**config.mk**
```make
export PLATFORM = sky130hd
export DESIGN_NAME = serial_subtractor
export DESIGN_NICKNAME = d
export VERILOG_FILES = /design/src/rtl/serial_subtractor_pkg.sv /design/src/rtl/serial_subtractor_full_subtractor.sv /design/src/rtl/serial_subtractor.sv
export SDC_FILE = /design/constraint.sdc
export NUM_CORES = 1
export LEC_CHECK = 0
export ABC_AREA = 1
export CORE_UTILIZATION = 40
export DETAILED_ROUTE_END_ITERATION = 8
export HOLD_SLACK_MARGIN = 0.08
export PLACE_DENSITY = 0.7
export SKIP_CTS_REPAIR_TIMING = 1
export SLEW_MARGIN = 20
export SYNTH_ARGS = -nofsm -noshare
export SYNTH_HDL_FRONTEND = slang
export SYNTH_SLANG_ARGS = --single-unit
```
**constraint.sdc**
```tcl
create_clock -name Clock_In -period 1.4 [get_ports Clock_In]
set_input_delay 0.21 -clock Clock_In [delete_from_list [all_inputs] [get_ports Clock_In]]
set_output_delay 0.21 -clock Clock_In [all_outputs]
set_load 0.1 [all_outputs]
```
**src/rtl/serial_subtractor_pkg.sv**
```systemverilog
// Shared types and defaults for the bit-serial subtractor.
package serial_subtractor_pkg;

    localparam int SS_DEF_WIDTH = 8;

    typedef enum logic [1:0] {
        IDLE  = 2'd0,
        SHIFT = 2'd1,
        DONE  = 2'd2
    } ss_state_t;

endpackage

```
**src/rtl/serial_subtractor_full_subtractor.sv**
```systemverilog
// One-bit full subtractor: diff = a - b - bin, bout is the borrow out.
module full_subtractor (
    input  logic a,
    input  logic b,
    input  logic bin,
    output logic diff,
    output logic bout
);

    assign diff = a ^ b ^ bin;
    assign bout = (~a & b) | (~(a ^ b) & bin);

endmodule

```
**src/rtl/serial_subtractor.sv**
```systemverilog
// Bit-serial A-B, LSB first, one bit per clock; result registered on DONE entry.
// Optional Overflow_Out port enabled by defining SERIAL_SUBTRACTOR_OVERFLOW_EN.
module serial_subtractor
    import serial_subtractor_pkg::*;
#(
    parameter int WIDTH = SS_DEF_WIDTH
) (
    input  logic             Clock_In,
    input  logic             Reset_In,
    input  logic             Start_In,
    input  logic [WIDTH-1:0] Data_A_In,
    input  logic [WIDTH-1:0] Data_B_In,
    output logic             Busy_Out,
    output logic             Done_Out,
    output logic [WIDTH-1:0] Difference_Out,
    output logic             Borrow_Out
`ifdef SERIAL_SUBTRACTOR_OVERFLOW_EN
    ,
    output logic             Overflow_Out
`endif
);

    localparam int              CW      = $clog2(WIDTH) + 1;
    localparam logic [CW-1:0]   LP_LAST = CW'(WIDTH);

    ss_state_t        r_state;
    logic [WIDTH-1:0] r_a;
    logic [WIDTH-1:0] r_b;
    logic [WIDTH-1:0] r_res;
    logic             r_bor;
    logic [CW-1:0]    r_cnt;
    logic             r_busy;
    logic             r_done;
    logic [WIDTH-1:0] r_diff;
    logic             r_borrow;
    logic             w_diff;
    logic             w_bout;

    full_subtractor u_fs (
        .a    (r_a[0]),
        .b    (r_b[0]),
        .bin  (r_bor),
        .diff (w_diff),
        .bout (w_bout)
    );

`ifdef SERIAL_SUBTRACTOR_OVERFLOW_EN
    // Operand signs are kept aside because the operand registers shift them out.
    logic r_sa;
    logic r_sb;
    logic r_ovf;
    assign Overflow_Out = r_ovf;
`endif

    always_ff @(posedge Clock_In or posedge Reset_In) begin
        if (Reset_In) begin
            r_state  <= IDLE;
            r_a      <= '0;
            r_b      <= '0;
            r_res    <= '0;
            r_bor    <= 1'b0;
            r_cnt    <= '0;
            r_busy   <= 1'b0;
            r_done   <= 1'b0;
            r_diff   <= '0;
            r_borrow <= 1'b0;
`ifdef SERIAL_SUBTRACTOR_OVERFLOW_EN
            r_sa     <= 1'b0;
            r_sb     <= 1'b0;
            r_ovf    <= 1'b0;
`endif
        end else begin
            case (r_state)
                SHIFT: begin
                    if (r_cnt == LP_LAST) begin
                        r_state  <= DONE;
                        r_busy   <= 1'b0;
                        r_done   <= 1'b1;
                        r_diff   <= r_res;
                        r_borrow <= r_bor;
`ifdef SERIAL_SUBTRACTOR_OVERFLOW_EN
                        r_ovf    <= (r_sa != r_sb) && (r_res[WIDTH-1] != r_sa);
`endif
                    end else begin
                        r_res <= {w_diff, r_res[WIDTH-1:1]};
                        r_a   <= r_a >> 1;
                        r_b   <= r_b >> 1;
                        r_bor <= w_bout;
                        r_cnt <= r_cnt + 1'b1;
                    end
                end
                default: begin
                    // IDLE and DONE both accept a new request; DONE falls back to IDLE.
                    r_done <= 1'b0;
                    if (Start_In) begin
                        r_state <= SHIFT;
                        r_busy  <= 1'b1;
                        r_a     <= Data_A_In;
                        r_b     <= Data_B_In;
                        r_bor   <= 1'b0;
                        r_cnt   <= '0;
`ifdef SERIAL_SUBTRACTOR_OVERFLOW_EN
                        r_sa    <= Data_A_In[WIDTH-1];
                        r_sb    <= Data_B_In[WIDTH-1];
`endif
                    end else begin
                        r_state <= IDLE;
                    end
                end
            endcase
        end
    end

    assign Busy_Out       = r_busy;
    assign Done_Out       = r_done;
    assign Difference_Out = r_diff;
    assign Borrow_Out     = r_borrow;

endmodule

```
==> flow_summary.toml <==
[run_status]
status = "completed"

[clock_tree]
cts_tree = "done"
root_buffer = "clkbuf_8"
insertion_delay_ns = 0.30
path_clk_slew_ns = 0.08
ctsHtreeMaxLevel = 2
cts_buffers = 5
clock_sinks = 41
clock_path_buffers = 2

[yosys]
ys.flop_type = "dfrtp_1"
ys_async_sr_fraction_pct = 100
synth_fp_nets = 228
synth_top_area_cell = "dfrtp_1"
synth_most_common_cell = "nand2_1"
synth_common_cells = "54 x nand2_1, 41 x dfrtp_1, 30 x inv_1"
netlist_area_um2 = 2000
synth-seq-cells = 41
synth_warnings = 0
synthDistinctLibCells = 22
synth_edf_count = 0
postSynthAreaPerCell_um2 = 9.70
yosysSeqAreaShare_pct = 51.3
synth_top_area_share_pct = 51.3
synth_top_cells_by_area = "dfrtp_1 51%, o21ai_2 12%, nand2_1 10%, inv_1 5.6%, o21ai_0 5.5%"
syn_inst = 206

[floorplanning]
initial_core_util_pct = 42.0
fp.dieH_um = 72.7
rows = 25
ioPinCount = 30
die-area_um2 = 5280
core_um2 = 4750
die-width_um = 72.7

[power_and_ir_drop]
power_density_nw_per_um2 = 2700
p_sw_uw = 3380
swShare_pct = 45.8
clockPowerShare_pct = 13.3
pwr-share-comb_pct = 59.2
leakagePower_uw = 0.00125
internal-power_uw = 4000
peakVddDrop_v = 0.00106
seqPwrFrac_pct = 27.5

[timing]
hold_violations = 0
max_freq_ghz = 0.741
whs_ns = 0.258
drv_slew = 0
tns_ns = 0
tightestPinTransition_ns = 0.238
relSlewSlack_pct = 84.0
setup_violations = 0
min_period_ns = 1.35
skew_ns = 0.00636
finalCritPeriodShare_pct = 96.3

[setup_path]
crit_chain = "inv_2, ha_4, nand3_4, nand2_8, nand2_8, buf_12, nand2_1, o21ai_2"
cp.required_ns = 1.59
critical_path_class = "reg -> reg"
cp_max_fo = 12
reg2reg_from = "r_cnt[0]"
cp_slowest_stage_delay_ns = 0.40
timing.rr.end = "r_a[4]"
crit_top_cell = "nand2_8"
startpoint = "r_cnt[0]"
cp-start-kind = "register"
end_kind = "register"
r2r_slack_ns = 0.05
cp.arrival_ns = 1.54
worstRegToRegCells = 8
slowest_stage = "dfrtp_1"

[place]
hpwl_um = 2510
io_buffers = 29
postPlaceCellArea_um2 = 2550
gp_congestion = 0.839

[worst_hold_path]
hp-class = "in -> async"

[global_route]
grt_util_met2_pct = 26.2
gr-max-usage-layer = "met2"
grt_use_met3_pct = 4.97
grt_util_all_layers_pct = 15.9
grt_pass1_vias = 1398
antenna_found_initial = 0
grt_remaining_overflow = 0
grt_pass1_wl_um = 6190
grt_max_degree = 42
use_met1_pct = 18.9

[drt]
firstDrtPassIters = 4
first_iter_violations = 55
via_per_inst = 4.49
vias = 1418
drt-total-wl_um = 3570
ant_nets = 0
drc = 0
wl_per_cell_um = 11.3

[cells_and_area]
antennaDiodeCount = 0
area_growth_pct = 36.8
fin_area_um2 = 2730
nets = 270
utilization_pct = 57.5
drive_above_1_share_pct = 32.9

[flow_run]
maxCapViolations = 0
area by class of cell:
cell class | instances | area [um^2]
inverter | 32 | 135
clock buffer | 7 | 86.3
sequential | 41 | 1030
timing repair buffer | 43 | 568
multi-input combinational | 125 | 800
fill | 429 | 2020
clock inverter | 1 | 30.0
tap | 67 | 83.8
metrics by stage:
step                setup slack, ns  total power, uW  cells
global route                -0.0263             7890    316
CTS                         -0.0231             7300    311
global placement             0.0459             6180    303
finish                       0.0511             7370    316
detailed placement          -0.0166             6280    303
floorplan                   -0.0163             5130    206
worst max-delay path, delay by kind of cell (launching register included):
family	cells	cell delay (ns)
AOI/OAI and AO/OA	1	0.05
and+or+nand+nor	4	0.39
adders and majority gates	1	0.15
buffers and inverters	2	0.24
DFF	1	0.40
state kept, by name (all words and copies together) (netlist names):
name	flops
r_bor	1
Busy_Out	1
Borrow_Out	1
r_res	8
r_cnt	4
r_b	8
Difference_Out	8
r_a	8
r_state	2
worst max path at each step:
stage,end,cells past startpoint
after floorplan,r_a[0],8
after global placement,r_b[0],8
after detailed placement,r_b[0],8
after CTS,r_b[0],8
after global routing,r_b[0],8
final,r_a[4],8
logic make-up after synthesis:
kind of cell,Yosys count,share of synthesized area [%]
simple gates,72,18.0
flops,41,51.3
compound gates,49,17.3
xor+xnor,1,0.438
buf+inv,40,10.6
fa+ha+maj,3,2.25
routing by layer:
layer	share of wire, %	vias to the layer above
met5	0	-
met3	4.1	6
met1	44	645
met2	50	35
met4	1.7	0
li1	-	732
cell usage in the layout, fill, tap and decap left out:
cell type / instances
nand2_1: 47
clkinv_8: 1
o21ai_2: 27
nand3_4: 1
nand2_8: 4
ha_1: 1
clkbuf_8: 6
ha_4: 1
inv_1: 27
dfrtp_4: 1
buf_12: 16
nand4_1: 1
clkdlybuf4s50_1: 18
o21ai_1: 1
nand3_1: 6
bufinv_16: 1
inv_4: 1
o21ai_0: 21
buf_4: 9
nor2_1: 2
clkbuf_1: 1
fa_1: 1
nand2_2: 11
inv_2: 3
dfrtp_1: 40
xnor2_1: 1
power by group through the flow:
stage          Combinational (uW)  Clock [uW]  Sequential, uW
6_report                     4370         978            2030
5_1_grt                      4740        1070            2090
4_1_cts                      4270        1010            2020
3_5_place_dp                 4240           0            2040
3_3_place_gp                 4160           0            2020
2_1_floorplan                2330           0            2800
Note: power is estimated with default switching activity, not from simulation.
